==> src/rtl/tap_pkg.sv <==
// Shared TAP types: 16-state FSM encoding, instruction codes, DR selection decode.
// Macro TAP_IDCODE_EN enables the IDCODE data register; otherwise IDCODE decodes as BYPASS.
package tap_pkg;

  // IEEE 1149.1 suggested state encoding
  typedef enum logic [3:0] {
    EXIT2_DR   = 4'h0,
    EXIT1_DR   = 4'h1,
    SHIFT_DR   = 4'h2,
    PAUSE_DR   = 4'h3,
    SELECT_IR  = 4'h4,
    UPDATE_DR  = 4'h5,
    CAPTURE_DR = 4'h6,
    SELECT_DR  = 4'h7,
    EXIT2_IR   = 4'h8,
    EXIT1_IR   = 4'h9,
    SHIFT_IR   = 4'hA,
    PAUSE_IR   = 4'hB,
    RTI        = 4'hC,
    UPDATE_IR  = 4'hD,
    CAPTURE_IR = 4'hE,
    TLR        = 4'hF
  } tap_state_e;

  typedef enum logic [3:0] {
    IR_EXTEST = 4'b0000,
    IR_SAMPLE = 4'b0001,
    IR_IDCODE = 4'b0010,
    IR_BYPASS = 4'b1111
  } tap_instr_e;

  typedef enum logic [1:0] {
    DR_BYPASS,
    DR_IDCODE,
    DR_CHAIN
  } dr_sel_e;

  localparam logic [3:0] IR_CAPTURE = 4'b0101;

`ifdef TAP_IDCODE_EN
  localparam logic [3:0] IR_RESET = IR_IDCODE;
`else
  localparam logic [3:0] IR_RESET = IR_BYPASS;
`endif

  // Unknown codes fall through to BYPASS so the chain length stays defined.
  function automatic dr_sel_e decode_dr(input logic [3:0] ir);
    dr_sel_e sel;
    case (ir)
      IR_EXTEST, IR_SAMPLE: sel = DR_CHAIN;
`ifdef TAP_IDCODE_EN
      IR_IDCODE:            sel = DR_IDCODE;
`endif
      default:              sel = DR_BYPASS;
    endcase
    return sel;
  endfunction

endpackage

==> src/rtl/tap_controller_if.sv <==
// JTAG pins and boundary-scan cell controls of the TAP controller.
// slave = the controller side, master = tester / scan-cell side.
interface tap_controller_if;
  logic       tms_i;
  logic       tdi_i;
  logic       tdo_o;
  logic       tdo_en_o;
  logic       bs_si_o;
  logic       bs_so_i;
  logic       SAMPLE_o;
  logic       PRELOAD_o;
  logic       clockDR_o;
  logic       shiftDR_o;
  logic       updateDR_o;
  logic       mode_o;
  logic [3:0] state_o;

  modport slave (
    input  tms_i, tdi_i, bs_so_i,
    output tdo_o, tdo_en_o, bs_si_o, SAMPLE_o, PRELOAD_o,
           clockDR_o, shiftDR_o, updateDR_o, mode_o, state_o
  );

  modport master (
    output tms_i, tdi_i, bs_so_i,
    input  tdo_o, tdo_en_o, bs_si_o, SAMPLE_o, PRELOAD_o,
           clockDR_o, shiftDR_o, updateDR_o, mode_o, state_o
  );
endinterface

==> src/rtl/tap_fsm.sv <==
// 16-state IEEE 1149.1 TAP state machine; advances on every tck rising edge.
// state_next_o is exposed so the controller can act on TLR entry.
module tap_fsm
  import tap_pkg::*;
(
  input  logic       tck_i,
  input  logic       trst_i,
  input  logic       tms_i,
  output tap_state_e state_o,
  output tap_state_e state_next_o
);

  tap_state_e state_q, state_d;

  always_comb begin
    // NOTE: default first so every path assigns state_d and no latch is inferred.
    state_d = state_q;
    unique case (state_q)
      TLR:        state_d = tms_i ? TLR       : RTI;
      RTI:        state_d = tms_i ? SELECT_DR : RTI;
      SELECT_DR:  state_d = tms_i ? SELECT_IR : CAPTURE_DR;
      CAPTURE_DR: state_d = tms_i ? EXIT1_DR  : SHIFT_DR;
      SHIFT_DR:   state_d = tms_i ? EXIT1_DR  : SHIFT_DR;
      EXIT1_DR:   state_d = tms_i ? UPDATE_DR : PAUSE_DR;
      PAUSE_DR:   state_d = tms_i ? EXIT2_DR  : PAUSE_DR;
      EXIT2_DR:   state_d = tms_i ? UPDATE_DR : SHIFT_DR;
      UPDATE_DR:  state_d = tms_i ? SELECT_DR : RTI;
      SELECT_IR:  state_d = tms_i ? TLR       : CAPTURE_IR;
      CAPTURE_IR: state_d = tms_i ? EXIT1_IR  : SHIFT_IR;
      SHIFT_IR:   state_d = tms_i ? EXIT1_IR  : SHIFT_IR;
      EXIT1_IR:   state_d = tms_i ? UPDATE_IR : PAUSE_IR;
      PAUSE_IR:   state_d = tms_i ? EXIT2_IR  : PAUSE_IR;
      EXIT2_IR:   state_d = tms_i ? UPDATE_IR : SHIFT_IR;
      UPDATE_IR:  state_d = tms_i ? SELECT_DR : RTI;
      default:    state_d = TLR;
    endcase
  end

  // NOTE: reset is synchronous (sampled at the edge) and state uses non-blocking assignment.
  always_ff @(posedge tck_i) begin
    if (trst_i) state_q <= TLR;
    else        state_q <= state_d;
  end

  assign state_o      = state_q;
  assign state_next_o = trst_i ? TLR : state_d;

endmodule

==> src/rtl/tap_controller.sv <==
// JTAG TAP controller: IR, BYPASS / IDCODE data registers, decode, TDO mux, cell controls.
// Define TAP_IDCODE_EN to include the 32-bit IDCODE register.
module tap_controller
  import tap_pkg::*;
#(
  parameter logic [31:0] IDCODE_VALUE = 32'h1000_0001,
  parameter int          IR_W         = 4
) (
  input logic              tck_i,
  input logic              trst_i,
  tap_controller_if.slave  tap
);

  tap_state_e state, state_next;

  tap_fsm u_fsm (
    .tck_i        (tck_i),
    .trst_i       (trst_i),
    .tms_i        (tap.tms_i),
    .state_o      (state),
    .state_next_o (state_next)
  );

  logic [IR_W-1:0] ir_q, ir_d;
  logic [IR_W-1:0] ir_shift_q, ir_shift_d;
  logic            bypass_q, bypass_d;
  dr_sel_e         dr_sel;

  assign dr_sel = decode_dr(ir_q);

  always_comb begin
    ir_d       = ir_q;
    ir_shift_d = ir_shift_q;
    bypass_d   = bypass_q;
    unique case (state)
      CAPTURE_IR: ir_shift_d = IR_CAPTURE;
      SHIFT_IR:   ir_shift_d = {tap.tdi_i, ir_shift_q[IR_W-1:1]};
      UPDATE_IR:  ir_d       = ir_shift_q;
      CAPTURE_DR: bypass_d   = 1'b0;
      SHIFT_DR:   bypass_d   = tap.tdi_i;
      default:    ;
    endcase
    // Reloading on TLR entry means IR already holds the reset code throughout TLR.
    if (state_next == TLR) ir_d = IR_RESET;
  end

  always_ff @(posedge tck_i) begin
    if (trst_i) begin
      ir_q       <= IR_RESET;
      ir_shift_q <= '0;
      bypass_q   <= 1'b0;
    end else begin
      ir_q       <= ir_d;
      ir_shift_q <= ir_shift_d;
      bypass_q   <= bypass_d;
    end
  end

`ifdef TAP_IDCODE_EN
  logic [31:0] idcode_q, idcode_d;

  always_comb begin
    idcode_d = idcode_q;
    if (state == CAPTURE_DR)
      idcode_d = IDCODE_VALUE;
    else if (state == SHIFT_DR && dr_sel == DR_IDCODE)
      idcode_d = {tap.tdi_i, idcode_q[31:1]};
  end

  always_ff @(posedge tck_i) begin
    if (trst_i) idcode_q <= IDCODE_VALUE;
    else        idcode_q <= idcode_d;
  end
`else
  logic unused_idcode;
  assign unused_idcode = ^IDCODE_VALUE;
`endif

  logic tdo, tdo_en;

  always_comb begin
    tdo    = 1'b0;
    tdo_en = 1'b0;
    if (state == SHIFT_IR) begin
      tdo_en = 1'b1;
      tdo    = ir_shift_q[0];
    end else if (state == SHIFT_DR) begin
      tdo_en = 1'b1;
      unique case (dr_sel)
        DR_CHAIN:  tdo = tap.bs_so_i;
`ifdef TAP_IDCODE_EN
        DR_IDCODE: tdo = idcode_q[0];
`endif
        default:   tdo = bypass_q;
      endcase
    end
  end

  // Cell controls depend only on registered state/IR (plus reset), never on tms/tdi.
  logic cells_live, chain_sel;
  assign cells_live = !trst_i && (state != TLR);
  assign chain_sel  = cells_live && (dr_sel == DR_CHAIN);

  assign tap.tdo_o      = tdo;
  assign tap.tdo_en_o   = tdo_en;
  assign tap.bs_si_o    = tap.tdi_i;
  assign tap.SAMPLE_o   = chain_sel;
  assign tap.PRELOAD_o  = cells_live && (ir_q == IR_SAMPLE);
  assign tap.mode_o     = cells_live && (ir_q == IR_EXTEST);
  assign tap.clockDR_o  = chain_sel && (state == CAPTURE_DR || state == SHIFT_DR);
  assign tap.shiftDR_o  = chain_sel && (state == SHIFT_DR);
  assign tap.updateDR_o = chain_sel && (state == UPDATE_DR);
  assign tap.state_o    = state;

endmodule
==> src/flat_wrapper.sv <==
// flat-port wrapper written by rule: the top's interface ports become plain ports
module tap_controller_flat import tap_pkg::*;
#(
  parameter logic [31:0] IDCODE_VALUE = 32'h1000_0001,
  parameter int          IR_W         = 4
)
  (tck_i, trst_i, tap_tms_i, tap_tdi_i, tap_bs_so_i, tap_tdo_o, tap_tdo_en_o, tap_bs_si_o, tap_SAMPLE_o, tap_PRELOAD_o, tap_clockDR_o, tap_shiftDR_o, tap_updateDR_o, tap_mode_o, tap_state_o);
  tap_controller_if tap_i ();
  input logic tck_i;
  input logic trst_i;
  input wire logic [$bits(tap_i.tms_i)-1:0] tap_tms_i;
  input wire logic [$bits(tap_i.tdi_i)-1:0] tap_tdi_i;
  input wire logic [$bits(tap_i.bs_so_i)-1:0] tap_bs_so_i;
  output wire logic [$bits(tap_i.tdo_o)-1:0] tap_tdo_o;
  output wire logic [$bits(tap_i.tdo_en_o)-1:0] tap_tdo_en_o;
  output wire logic [$bits(tap_i.bs_si_o)-1:0] tap_bs_si_o;
  output wire logic [$bits(tap_i.SAMPLE_o)-1:0] tap_SAMPLE_o;
  output wire logic [$bits(tap_i.PRELOAD_o)-1:0] tap_PRELOAD_o;
  output wire logic [$bits(tap_i.clockDR_o)-1:0] tap_clockDR_o;
  output wire logic [$bits(tap_i.shiftDR_o)-1:0] tap_shiftDR_o;
  output wire logic [$bits(tap_i.updateDR_o)-1:0] tap_updateDR_o;
  output wire logic [$bits(tap_i.mode_o)-1:0] tap_mode_o;
  output wire logic [$bits(tap_i.state_o)-1:0] tap_state_o;
  assign tap_i.tms_i = tap_tms_i;
  assign tap_i.tdi_i = tap_tdi_i;
  assign tap_i.bs_so_i = tap_bs_so_i;
  assign tap_tdo_o = tap_i.tdo_o;
  assign tap_tdo_en_o = tap_i.tdo_en_o;
  assign tap_bs_si_o = tap_i.bs_si_o;
  assign tap_SAMPLE_o = tap_i.SAMPLE_o;
  assign tap_PRELOAD_o = tap_i.PRELOAD_o;
  assign tap_clockDR_o = tap_i.clockDR_o;
  assign tap_shiftDR_o = tap_i.shiftDR_o;
  assign tap_updateDR_o = tap_i.updateDR_o;
  assign tap_mode_o = tap_i.mode_o;
  assign tap_state_o = tap_i.state_o;
  tap_controller #(.IDCODE_VALUE(IDCODE_VALUE), .IR_W(IR_W)) u_core (.tck_i(tck_i), .trst_i(trst_i), .tap(tap_i));
endmodule
==> config.mk <==
export PLATFORM = sky130hd
export DESIGN_NAME = tap_controller_flat
export DESIGN_NICKNAME = d
export VERILOG_FILES = /design/src/rtl/tap_pkg.sv /design/src/rtl/tap_controller_if.sv /design/src/rtl/tap_fsm.sv /design/src/rtl/tap_controller.sv /design/src/flat_wrapper.sv
export SDC_FILE = /design/constraint.sdc
export NUM_CORES = 1
export LEC_CHECK = 0
export CORE_MARGIN = 2
export CORE_UTILIZATION = 46
export CTS_BUF_LIST = sky130_fd_sc_hd__clkbuf_16
export DETAILED_ROUTE_END_ITERATION = 12
export MAX_ROUTING_LAYER = met4
export PLACE_DENSITY = 0.74
export SYNTH_ARGS = -nofsm -noshare
export SYNTH_HDL_FRONTEND = slang
export SYNTH_SLANG_ARGS = --single-unit
==> constraint.sdc <==
create_clock -name tck_i -period 1.74 [get_ports tck_i]
set_input_delay 0.348 -clock tck_i [delete_from_list [all_inputs] [get_ports tck_i]]
set_output_delay 0.348 -clock tck_i [all_outputs]
set_load 0.005 [all_outputs]
==> results of run 1 <==
[cell usage in the layout (no fill, tap or decap), types with 2 or more instances in the layout]
master / netlist / layout
buf_4: 3 / 13
dfxtp_1: 13 / 10
nor2_1: 8 / 8
clkdlybuf4s50_1: 0 / 8
inv_1: 5 / 6
buf_2: 3 / 6
nand2_1: 5 / 5
a21oi_1: 4 / 4
mux2i_1: 4 / 4
nand3_1: 3 / 3
nand3b_1: 3 / 3
clkbuf_16: 0 / 3
buf_6: 0 / 3
dfxtp_2: 0 / 3
nor2b_1: 2 / 2
o21ai_0: 2 / 2
nand2b_1: 3 / 2
a211o_1: 2 / 2
nor3_2: 2 / 2
a211oi_1: 3 / 2
dlygate4sd2_1: 0 / 2
[metal layers]
layer  share of wire, %  track usage [%]  up-vias
li1                   -                -      360
met1                 42            29.77      342
met2                 50            38.24       21
met3                3.9            6.667        9
met4                4.0            15.76        0
met5                  0                -        -
[cell families after synthesis]
family | count (synthesis)
simple gates | 36
compound gates | 19
flops | 13
buf+inv | 12
mux | 4
[area by class of cell]
type / count / area, sq um
multi-input combinational: 59 / 437.9
fill: 113 / 410.4
sequential: 13 / 264.0
timing repair buffer: 32 / 259.0
clock buffer: 3 / 75.07
tap: 16 / 20.02
inverter: 5 / 18.77
clock inverter: 1 / 3.754
[final timing paths]
kind	startpoint	end	slack (ns)	cells past startpoint
worst min register to register	u_core.ir_shift_q[0]	u_core.ir_shift_q[0]	0.51	2
worst max register to register	u_core.u_fsm.state_o[1]	u_core.u_fsm.state_o[1]	0.27	5
worst min-delay path	u_core.ir_shift_q[0]	u_core.ir_shift_q[0]	0.51	2
worst max-delay path	u_core.ir_q[1]	tap_shiftDR_o	-0.19	4
[Yosys cell counts]
cell | count | area share [%]
buf_4 | 3 | 3.1
nand2b_1 | 3 | 2.6
nor3_2 | 2 | 2.8
o21a_1 | 1 | 1.0
nand3b_1 | 3 | 3.1
a2111oi_0 | 1 | 1.2
clkbuf_1 | 1 | 0.52
a211oi_1 | 3 | 3.1
or2_4 | 1 | 1.2
buf_2 | 3 | 2.1
o31a_2 | 1 | 1.4
and2_1 | 1 | 0.87
nor3_1 | 2 | 1.4
o2111ai_1 | 1 | 1.2
and3b_1 | 1 | 1.2
nand3_1 | 3 | 2.1
and2b_1 | 1 | 1.0
a21oi_1 | 4 | 2.8
nand2_1 | 5 | 2.6
or4_4 | 1 | 1.6
nor2b_1 | 2 | 1.7
a21o_1 | 1 | 1.0
nor2_1 | 8 | 4.2
nand4b_1 | 1 | 1.2
inv_1 | 5 | 2.6
or3_1 | 1 | 0.87
a2111o_1 | 1 | 1.6
o21ai_0 | 2 | 1.4
dfxtp_1 | 13 | 36
a41oi_2 | 1 | 2.3
mux2i_1 | 4 | 5.6
o22ai_1 | 1 | 0.87
a211o_1 | 2 | 2.4
or3b_1 | 1 | 1.2
[what timing repair did]
action,in CTS,in global routing
gates cloned,0,0
resized for setup,33,10
setup endpoints to repair,8,8
pin swaps,5,6
buffers inserted,1,1
[worst reg2reg max path, delay by kind of cell, from the launching register on]
kind / cells / cell delay, ns
AO/OA/AOI/OAI: 2 / 0.48
buffers and inverters: 2 / 0.33
flip-flops: 1 / 0.38
AND/OR/NAND/NOR: 1 / 0.16
[flip-flops by register name, summed over array words and instances, names as in the netlist]
signal,cells
u_core.ir_shift_q,4
u_core.bypass_q,1
u_core.ir_q,4
u_core.u_fsm.state_o,4
[per-stage QoR]
stage                     cell area (sq um)  hold WS (ns)  setup TNS, ns  power [W]  std cells
after floorplan                       720.7        0.4400              0  0.0004877         84
after global placement                967.2        0.4718         -4.208  0.0005855        123
after detailed placement              967.2        0.4894         -4.367  0.0005901        123
after CTS                              1057        0.5012         -1.469   0.001042        128
after global routing                   1079        0.5227         -1.372   0.001106        129
final                                  1079        0.5067         -1.059   0.001057        129
[power by group through the flow]
stage / logic (W) / registers (W) / clock network (W)
5_1_grt: 0.000291 / 0.000357 / 0.000457
6_report: 0.000266 / 0.000355 / 0.000436
3_3_place_gp: 0.000233 / 0.000352 / 0
2_1_floorplan: 0.000133 / 0.000355 / 0
3_5_place_dp: 0.000236 / 0.000354 / 0
4_1_cts: 0.000246 / 0.000352 / 0.000444
==> results.cfg, run 1 <==
[floorplan]
core_sq_um = 1489
fp-row-count = 14
die_h_um = 43.58
die_w_um = 43.58
die_area_sq_um = 1899
initial_core_util_pct = 48.40
ioPinCount = 18

[yosys]
synth-xor-area-share_pct = 0
synth_top_family_by_area = simple AND/OR/NAND/NOR gates
yosys_warnings = 0
synth-compound-area-share_pct = 20.31
synthAdderAreaFrac_pct = 0
seq_area_frac_synth_pct = 36.11
ys_ff_latch = 13
syn_area_sq_um = 720.7
synth_cells = 84
syn-num-nets = 89
synth_mux_area_share_pct = 5.556
synth_cell_types = 34
syn_area_per_cell_sq_um = 8.580
yosys.area_share.simple_pct = 29.69

[timing]
setup_violations = 7
fmax_ghz = 0.5169
worstMarginPinSlew_ns = 0.3308
finalCritPeriodShare_pct = 111.2
finalMaxSlewViolations = 0
final_hold_viol_count = 0
rsz0062_at_grt = true
worst_slack_ns = -0.1944
finClkSkew_ns = 0.0008875
max_slew_margin_pct = 77.83
min_period_ns = 1.934

[global_routing]
first_global_vias = 702
antenna_found_initial = 0
grt_pass1_wl_um = 3298
grt_use_total_pct = 25.35
grt_start_max_net_pins = 13
overflow = 0

[routing]
drt_iter0_drc = 20
route.vias.total = 732
firstDrtPassIters = 4
drt-total-wl_um = 2027
wl_per_cell_um = 15.71
final_antenna_net_count = 0
drc = 0
via_per_inst = 5.674

[power_and_ir_drop]
power_leakage_nw = 0.5088
clkPwrFrac_pct = 41.2
pwr-share-comb_pct = 25.2
power.switching_w = 0.0002914
seq_power_share_pct = 33.6
cellPowerDensity_nw_per_um2 = 979.9
p_int_w = 0.0007655
sw_frac_of_total_pct = 27.57
irDropWorstVdd_mv = 0.9160

[run_status]
violations = setup timing
outcome = complete, but fails checks

[cells_and_area]
syn2layout_area_growth_pct = 49.65
drive_gt1_share_pct = 33.63
n_antenna_cell = 0
final_util_pct = 72.44
nets = 119

[clock_network]
clk_path_buf_depth = 2
clock-root-buffer = clkbuf_16
clk_pin_slew_ns = 0.04
htree_levels = 1
numClockSinks = 13
cts_tree = yes
numCtsBuffers = 3
ctsHoldBuffers = 0
clk_latency_ns = 0.25

[worst_hold_path]
min_path_type = reg2reg

[setup_path]
cp_cell_sequence = or4_4, or2_4, nor3_2, buf_2
worstPathArrival_ns = 1.59
cp_max_fo = 3
slowest_stage = or4_4
cp-start-kind = register
crit_family = simple AND/OR/NAND/NOR gates
setup.worst_path.class = reg2out
slowest_delay_ns = 0.53
crit_buf_inv = 1
cp-end-kind = output pin
crit_required_ns = 1.39

[flow_run]
max-cap-violations = 0

[placed_design]
gp_congestion = 0.7273
pre_cts_ws_ns = -0.7167
dp_hpwl_um = 1275
io_buffers = 17
Note: power is estimated with default switching activity, not from simulation.
==> run 2: changes to the inputs <==
Settings changed: ABC_AREA set to 1.
==> results.cfg, run 2 <==
[run_status]
outcome = finished, final reports clean

[timing]
setup_violations = 0
min_period_ns = 1.681
worstMarginPinSlew_ns = 0.2784
final_hold_viol_count = 0
finalCritPeriodShare_pct = 96.61
rsz0062_at_grt = true
finClkSkew_ns = 0.002796
max_slew_margin_pct = 81.39
finalMaxSlewViolations = 0
worst_slack_ns = 0.05894
finalSetupTns_ns = 0
fmax_ghz = 0.5949

[routing]
final_antenna_net_count = 0
wl_per_cell_um = 12.30
drt-total-wl_um = 2018
route.vias.total = 838
drt_iter0_drc = 18
via_per_inst = 5.110
firstDrtPassIters = 4
drc = 0

[setup_path]
setup.worst_path.class = in2out
cp_max_fo = 2
crit_required_ns = 1.39
slowest_delay_ns = 0.51
crit_family = buffers and inverters
slowest_stage = clkdlybuf4s50_1
crit_buf_inv = 2
reg2reg_slack_ns = 0.37
cp_cell_sequence = clkdlybuf4s50_1, clkdlybuf4s50_1
cp-start-kind = input port
crit_path_frequent_cell = clkdlybuf4s50_1
worstPathArrival_ns = 1.33
cp-end-kind = output pin

[clock_network]
ctsHoldBuffers = 0
htree_levels = 1
clk_pin_slew_ns = 0.04
clk_path_buf_depth = 2
clk_latency_ns = 0.24
numClockSinks = 13
numCtsBuffers = 3
clock-root-buffer = clkbuf_16
cts_tree = yes

[yosys]
syn-num-nets = 113
yosys_warnings = 0
seq_area_frac_synth_pct = 36.17
netlist.area_leader.share_pct = 36.17
synth_cell_types = 21
synth-xor-area-share_pct = 0
synth.area.top_cells = dfxtp_1, nand2_1, nor2_1
yosysMostFrequentCell = nand2_1
syn_area_sq_um = 719.4
synthFlopType = dfxtp_1
synth_mux_area_share_pct = 1.391
yosys.area_share.simple_pct = 37.39
synth_common_cells = nand2_1, nor2_1, dfxtp_1, inv_1, nand2_2
yosys.area.top_type = dfxtp_1
ys_ff_latch = 13
synth-edff-count = 0
synthAdderAreaFrac_pct = 0
synth_cells = 108
syn_area_per_cell_sq_um = 6.661
synthArstFlopShare_pct = 0
synth_top_family_by_area = simple AND/OR/NAND/NOR gates
synth-compound-area-share_pct = 14.09

[power_and_ir_drop]
seq_power_share_pct = 26.4
power_leakage_nw = 0.5641
power.switching_w = 0.0007065
pwr-share-comb_pct = 50.5
clkPwrFrac_pct = 23.1
p_int_w = 0.001138
irDropWorstVdd_mv = 0.9596
sw_frac_of_total_pct = 38.29
cellPowerDensity_nw_per_um2 = 1597

[cells_and_area]
finalNonFillerCells = 164
nets = 154
n_antenna_cell = 0
final_util_pct = 77.56
final_common_cell = buf_4
layout_common_cells = buf_4, nand2_1, nor2_1, inv_1, dfxtp_1
syn2layout_area_growth_pct = 60.52
multi_input_area_sq_um = 427.9
fillers = 105
seqCellArea_sq_um = 267.8
drive_gt1_share_pct = 41.22

[global_routing]
first_global_vias = 794
antenna_found_initial = 0
overflow = 0
grt_start_max_net_pins = 8
grt_pass1_wl_um = 3346
grt_use_total_pct = 24.38

[placed_design]
dp_hpwl_um = 1455
pre_cts_ws_ns = -0.4681
io_buffers = 17
dpl.cell_count = 159
gp_congestion = 0.8778

[worst_hold_path]
min_path_type = reg2reg

[floorplan]
fp-row-count = 14
core_sq_um = 1489
die_h_um = 43.55
initial_core_util_pct = 48.32
die_area_sq_um = 1896
ioPinCount = 18
die_w_um = 43.55

[flow_run]
max-cap-violations = 0
==> run 2: worst paths after layout <==
kind | end | cells after the start | start
worst max-delay path | tap_bs_si_o | 2 | tap_tdi_i
worst min-delay path | u_core.ir_shift_q[1] | 2 | u_core.ir_shift_q[2]
worst max register to register | u_core.ir_q[0] | 6 | u_core.u_fsm.state_o[1]
worst min register to register | u_core.ir_shift_q[1] | 2 | u_core.ir_shift_q[2]
==> run 2: logic make-up (layout without fill, tap and decap cells) <==
kind of cell / Yosys count / count (layout)
flops: 13 / 13
simple gates: 58 / 58
buf+inv: 18 / 58
mux: 1 / 1
compound gates: 18 / 18
==> run 2: per-stage QoR <==
step | total power (W) | hold slack (ns) | instance area, sq um
after floorplan | 0.0009408 | 0.4171 | 719.4
after global placement | 0.001300 | 0.4506 | 1041
after detailed placement | 0.001317 | 0.4639 | 1041
after CTS | 0.001778 | 0.4680 | 1127
after global routing | 0.001971 | 0.5009 | 1155
final | 0.001845 | 0.4659 | 1155
==> run 2: cell type report <==
class | instances | area share [%]
Multi-Input combinational cell | 77 | 37.05
Timing Repair Buffer | 38 | 25.57
Sequential cell | 13 | 23.19
Clock buffer | 3 | 6.501
Inverter | 16 | 5.634
Tap cell | 16 | 1.733
Clock inverter | 1 | 0.3250
==> run 2: timing repair <==
item	in CTS	in global routing
pin swaps	2	1
setup buffers	1	0
hold endpoints to repair	0	0
gates resized for setup	25	22
setup endpoints to repair	8	7
==> run 2: power groups by stage <==
stage	sequential, W	combinational (W)	clock (W)
after CTS	0.000470	0.000876	0.000432
after floorplan	0.000461	0.000480	0
after global routing	0.000495	0.00103	0.000443
after global placement	0.000457	0.000842	0
final	0.000486	0.000932	0.000426
after detailed placement	0.000462	0.000854	0
==> run 2: metal layers <==
metal / track usage [%] / part of all wire, % / vias up
li1: - / - / 420
met1: 29.97 / 42 / 384
met2: 39.71 / 49 / 30
met3: 3.750 / 6.6 / 4
met4: 9.697 / 1.6 / 0
met5: - / 0 / -
